### src/rtl/dmem_axi_wr.sv
// dmem_axi_wr: AXI4 8-beat x 64-bit INCR write-burst initiator for data-cache line evictions
// Optional feature: define DMEM_WR_EARLY_W_EN to present W beats alongside AW instead of after it.
// Ports:
//   axi_clk, axi_resetn           clock, asynchronous active-low reset
//   req_valid_i/req_ready_o       line writeback request handshake
//   req_addr_i, req_line_i        line byte address (low 6 bits ignored), 512-bit line data
//   done_o, exc_valid_o           completion pulse, fault pulse on non-OKAY response
//   exc_code_o                    store/AMO access fault code
//   aw*, w*, b*                   AXI4 write address, data and response channels
module dmem_axi_wr #(
    parameter int ADDR_W = 32
) (
    input  logic              axi_clk,
    input  logic              axi_resetn,
    input  logic              req_valid_i,
    input  logic [ADDR_W-1:0] req_addr_i,
    input  logic [511:0]      req_line_i,
    output logic              req_ready_o,
    output logic              done_o,
    output logic              exc_valid_o,
    output logic [4:0]        exc_code_o,
    output logic [ADDR_W-1:0] awaddr_o,
    output logic [7:0]        awlen_o,
    output logic [2:0]        awsize_o,
    output logic [1:0]        awburst_o,
    output logic              awvalid_o,
    input  logic              awready_i,
    output logic [63:0]       wdata_o,
    output logic [7:0]        wstrb_o,
    output logic              wlast_o,
    output logic              wvalid_o,
    input  logic              wready_i,
    input  logic [1:0]        bresp_i,
    input  logic              bvalid_i,
    output logic              bready_o
);
    typedef enum logic [1:0] {IDLE, ADDR, DATA, RESP} state_t;
    state_t            state;
    logic [ADDR_W-1:0] addr_q;
    logic [511:0]      line_q;
    logic [2:0]        beat_cnt;
    logic              aw_fin;
    logic              w_fin;
`ifdef DMEM_WR_EARLY_W_EN
    logic              aw_done;
    assign aw_fin = aw_done | (awvalid_o & awready_i);
`else
    // AW always completes in ADDR before DATA is entered
    assign aw_fin = 1'b1;
`endif
    // W side is finished once wvalid has dropped or the last beat is accepted now
    assign w_fin       = ~wvalid_o | (wready_i & wlast_o);
    assign req_ready_o = axi_resetn & (state == IDLE);
    assign awaddr_o    = addr_q;
    assign awlen_o     = 8'd7;
    assign awsize_o    = 3'b011;
    assign awburst_o   = 2'b01;
    assign wstrb_o     = 8'hFF;
    assign exc_code_o  = 5'b00111;
    assign wdata_o     = line_q[{beat_cnt, 6'b0} +: 64];
    assign wlast_o     = wvalid_o & (&beat_cnt);
    always_ff @(posedge axi_clk or negedge axi_resetn) begin
        if (!axi_resetn) begin
            state       <= IDLE;
            addr_q      <= '0;
            line_q      <= '0;
            beat_cnt    <= '0;
            awvalid_o   <= 1'b0;
            wvalid_o    <= 1'b0;
            bready_o    <= 1'b0;
            done_o      <= 1'b0;
            exc_valid_o <= 1'b0;
`ifdef DMEM_WR_EARLY_W_EN
            aw_done     <= 1'b0;
`endif
        end else begin
            done_o      <= 1'b0;
            exc_valid_o <= 1'b0;
            case (state)
                IDLE: if (req_valid_i) begin
                    addr_q    <= req_addr_i & {{(ADDR_W-6){1'b1}}, 6'b0};
                    line_q    <= req_line_i;
                    beat_cnt  <= '0;
                    awvalid_o <= 1'b1;
`ifdef DMEM_WR_EARLY_W_EN
                    aw_done   <= 1'b0;
                    wvalid_o  <= 1'b1;
                    state     <= DATA;
`else
                    state     <= ADDR;
`endif
                end
                ADDR: if (awready_i) begin
                    awvalid_o <= 1'b0;
                    wvalid_o  <= 1'b1;
                    state     <= DATA;
                end
                DATA: begin
`ifdef DMEM_WR_EARLY_W_EN
                    if (awvalid_o && awready_i) begin
                        awvalid_o <= 1'b0;
                        aw_done   <= 1'b1;
                    end
`endif
                    if (wvalid_o && wready_i) begin
                        beat_cnt <= beat_cnt + 3'd1;
                        if (wlast_o)
                            wvalid_o <= 1'b0;
                    end
                    if (aw_fin && w_fin) begin
                        bready_o <= 1'b1;
                        state    <= RESP;
                    end
                end
                RESP: if (bvalid_i) begin
                    bready_o    <= 1'b0;
                    done_o      <= 1'b1;
                    exc_valid_o <= |bresp_i;
                    state       <= IDLE;
                end
                default: state <= IDLE;
            endcase
        end
    end
endmodule
### config.mk
export PLATFORM = sky130hd
export DESIGN_NAME = dmem_axi_wr
export DESIGN_NICKNAME = d
export VERILOG_FILES = /design/src/rtl/dmem_axi_wr.sv
export SDC_FILE = /design/constraint.sdc
export NUM_CORES = 1
export LEC_CHECK = 0
export CELL_PAD_IN_SITES_DETAIL_PLACEMENT = 0
export CELL_PAD_IN_SITES_GLOBAL_PLACEMENT = 1
export CORE_AREA = 2 2 262 264
export CTS_BUF_LIST = sky130_fd_sc_hd__clkbuf_8
export CTS_CLUSTER_SIZE = 30
export DETAILED_ROUTE_END_ITERATION = 6
export DIE_AREA = 0 0 264 266
export PLACE_DENSITY_LB_ADDON = 0.12
export SLEW_MARGIN = 20
export SYNTH_ARGS = -nofsm -noshare
export SYNTH_HDL_FRONTEND = slang
export SYNTH_SLANG_ARGS = --single-unit
### constraint.sdc
create_clock -name axi_clk -period 2.6 [get_ports axi_clk]
set_input_delay 0.39 -clock axi_clk [delete_from_list [all_inputs] [get_ports axi_clk]]
set_output_delay 0.39 -clock axi_clk [all_outputs]
set_load 0.05 [all_outputs]
==> metrics.md, run 1 <==
| Metric | Value |
|---|---|
| Worst Tran Pin Value | 0.755 ns |
| Yosys reg bits | 548 |
| HP Class | input port to asynchronous set/reset pin |
| Post-route DRC | 0 |
| RSZ-0062 raised after global routing | yes |
| Tmin final | 2.79 ns |
| Setup TNS | -9.49 ns |
| Placed Area | 32000 um2 |
| Total grt overflow | 0 |
| Fill count | 5816 |
| Met2 wire length | 38.9 mm |
| Max Cap Violations | 0 |
| Area leader, netlist | dfrtp_1 |
| Count leader, synth | dfrtp_1 |
| Clock latency at the later pin of the worst-skew pair | 0.68 ns |
| Req. time, crit path | 2.21 ns |
| Maximum net fanout on the critical path | 8 |
| Top Layer Used | met5 |
| Layout cells sized above 1 | 44.1% |
| Fmax | 0.358 GHz |
| Critical path's top delay family | buffers and inverters |
| Dpl hpwl | 52.6 mm |
| FP Rows | 96 |
| H-tree depth | 3 |
| Nets | 2866 |
| Static Leak | 0.0145 uW |
| Vias in the first global route | 17600 |
| Via Count | 16200 |
| Violated checks | setup timing |
| Clock Sinks | 548 |
| Unique masters post-synth | 24 |
| Crit path arrival time | 2.40 ns |
| Die Ht | 266 um |
| Initial drt markers | 675 |
| Period utilization | 107% |
| Design area | 35200 um2 |
| TritonCTS Buffers | 100 |
| Antenna Nets Post-Route | 0 |
| Area grow syn2layout | 43.2% |
| Critical-path top delay cell | mux4_2 |
| Post-Syn Instances | 1587 |
| Finish-stage setup viols | 65 |
| Worst r2r src | beat_cnt[0] |
| Critical path, cell by cell | buf_12, buf_16, buf_12, mux4_2, nand2_1, nand2_1, buf_6 |
| Endpoint class of the critical path | output port |
| Main synth FF type | dfrtp_1 |
| EDFF count, synth | 0 |
| PortBufs | 642 |
| Worst setup margin | -0.191 ns |
| Wirelength per Cell | 23.1 um |
| TritonCTS clock tree | yes |
| Slew Viols, Final | 0 |
| Place WS | 0.320 ns |
| Gr usage total | 21.4% |
| Most frequent cells after synthesis | 548 x dfrtp_1, 539 x mux2_2, 196 x nand2_1, 128 x mux4_2, 85 x buf_4 |
| Initial core utilization | 36.3% |
| Root buffer cell | clkbuf_8 |
| IO Count | 681 |
| Post-Syn Area | 24600 um2 |
| Die width | 264 um |
| Rel. slew slack | 49.7% |
| First drt pass iteration count | 7 |
| First-pass GRT wire length | 112 mm |
| CP Buf/Inv Count | 4 |
| Wire length on met3 | 5.02 mm |
| Utilization after layout | 52.0% |
| DIE AREA | 70200 um2 |
| Status | finished with violations |
| Pwr dens | 1300 nW/um2 |
| Setup CP Type | register to output port |
| Routed WL | 76.0 mm |
| Yosys top cell area share | 55.7% |
| Final Hold Vio Count | 0 |
| Placer Congestion | 0.814 |
| YS warnings | 0 |
| Clk buf depth | 3 |
| VDD IR-drop max | 956 uV |
| Clock Skew | 0.0235 ns |
| Synth area leaders | dfrtp_1 56%, mux2_2 25%, mux4_2 12% |
| Core Area | 67700 um2 |
| M1 wire length | 30.0 mm |
| Mapped Avg Cell Area | 15.5 um2 |
| CP startpoint kind | register |
| Initial antenna violation count | 32 |
| Largest net degree at the start of global routing | 134 |
| DR vias/cell | 4.93 |
| Delay of the slowest critical-path stage | 0.50 ns |
| Seq/Total Area, Yosys | 55.7% |
| Reg clk slew, reported paths | 0.06 ns |
| Overall Power | 45700 uW |
| Asr flop ratio synth | 100% |
| Worst Setup SP | beat_cnt[0] |
## per-stage QoR
step / cells / hold WS [ns]
CTS: 3255 / 0.141
floorplan: 1617 / 0.0944
global placement: 3052 / 0.285
global route: 3276 / 0.159
detailed placement: 3052 / 0.293
finish: 3286 / 0.202
## worst paths after layout
| kind | end | slack (ns) | cells past startpoint |
|---|---|---|---|
| max reg2reg | state[1] | 0.37 | 10 |
| min | line_q[386] | 0.20 | 2 |
| min reg2reg | line_q[401] | 0.50 | 1 |
| min in group axi_clk | exc_valid_o | 0.32 | 2 |
| max | wdata_o[22] | -0.19 | 7 |
| max in group asynchronous | line_q[475] | 1.35 | 3 |
## logic make-up after synthesis
group / count (synthesis) / share of synthesized area [%]
AO/OA/AOI/OAI: 12 / 0.300
adder cells (fa/ha/maj): 6 / 0.305
buffers and inverters: 141 / 3.90
flip-flops: 548 / 55.7
multiplexers: 669 / 36.5
other: 2 / 0.0305
AND/OR/NAND/NOR: 209 / 3.27
## placed cells by master, fill, tap and decap left out, types with 13 or more instances in the layout
master | synthesis | final
buf_12 | 0 | 46
buf_16 | 0 | 15
buf_4 | 85 | 29
buf_6 | 11 | 42
buf_8 | 0 | 13
clkbuf_8 | 0 | 128
clkdlybuf4s50_1 | 0 | 575
conb_1 | 2 | 32
dfrtp_1 | 548 | 545
diode_2 | 0 | 24
inv_1 | 6 | 40
mux2_2 | 539 | 539
mux4_2 | 128 | 128
nand2_1 | 196 | 108
nand2_2 | 0 | 83
## registers in the layout (all words and copies together), names as in the netlist
| signal | count |
|---|---|
| awaddr_o | 26 |
| awvalid_o | 1 |
| beat_cnt | 3 |
| bready_o | 1 |
| done_o | 1 |
| exc_valid_o | 1 |
| line_q | 512 |
| state | 2 |
| wvalid_o | 1 |
## final cells by class
class	count	area (um2)	area share [%]
Sequential cell	548	13700	38.9
Tap cell	882	1100	3.13
Clock buffer	128	1760	5.00
Inverter	6	23.8	0.0675
Timing Repair Buffer	724	8060	22.9
Multi-Input combinational cell	928	10300	29.2
Antenna cell	24	60.1	0.170
Clock inverter	46	203	0.575
## repair_timing
action | CTS | global route
gates resized for setup | 143 | 47
endpoints found under the hold margin | 98 | 0
buffers inserted | 16 | 6
pin swaps | 22 | 10
hold buffers | 1 | 0
endpoints found under the setup margin | 65 | 65
cloned | 12 | 3
## layer usage
| metal | vias to the layer above | GRT usage (%) |
|---|---|---|
| met5 | - | 0 |
| met4 | 26 | 7.25 |
| met3 | 140 | 6.63 |
| met2 | 486 | 36.3 |
| met1 | 8359 | 26.0 |
| li1 | 7182 | - |
## power by group
| group | internal, uW | switching [uW] | total (uW) |
|---|---|---|---|
| sequential | 12900 | 2170 | 15100 |
| combinational | 11900 | 10700 | 22600 |
| clock | 4390 | 3640 | 8030 |
| total | 29200 | 16500 | 45700 |
(Power assumes the default switching activity.)
==> run 2, diff against run 1 <==
CAP_MARGIN = 10   (was default)
==> results of run 2 <==
Same layout as run 1: the final DEF is identical, and so are final timing and power.
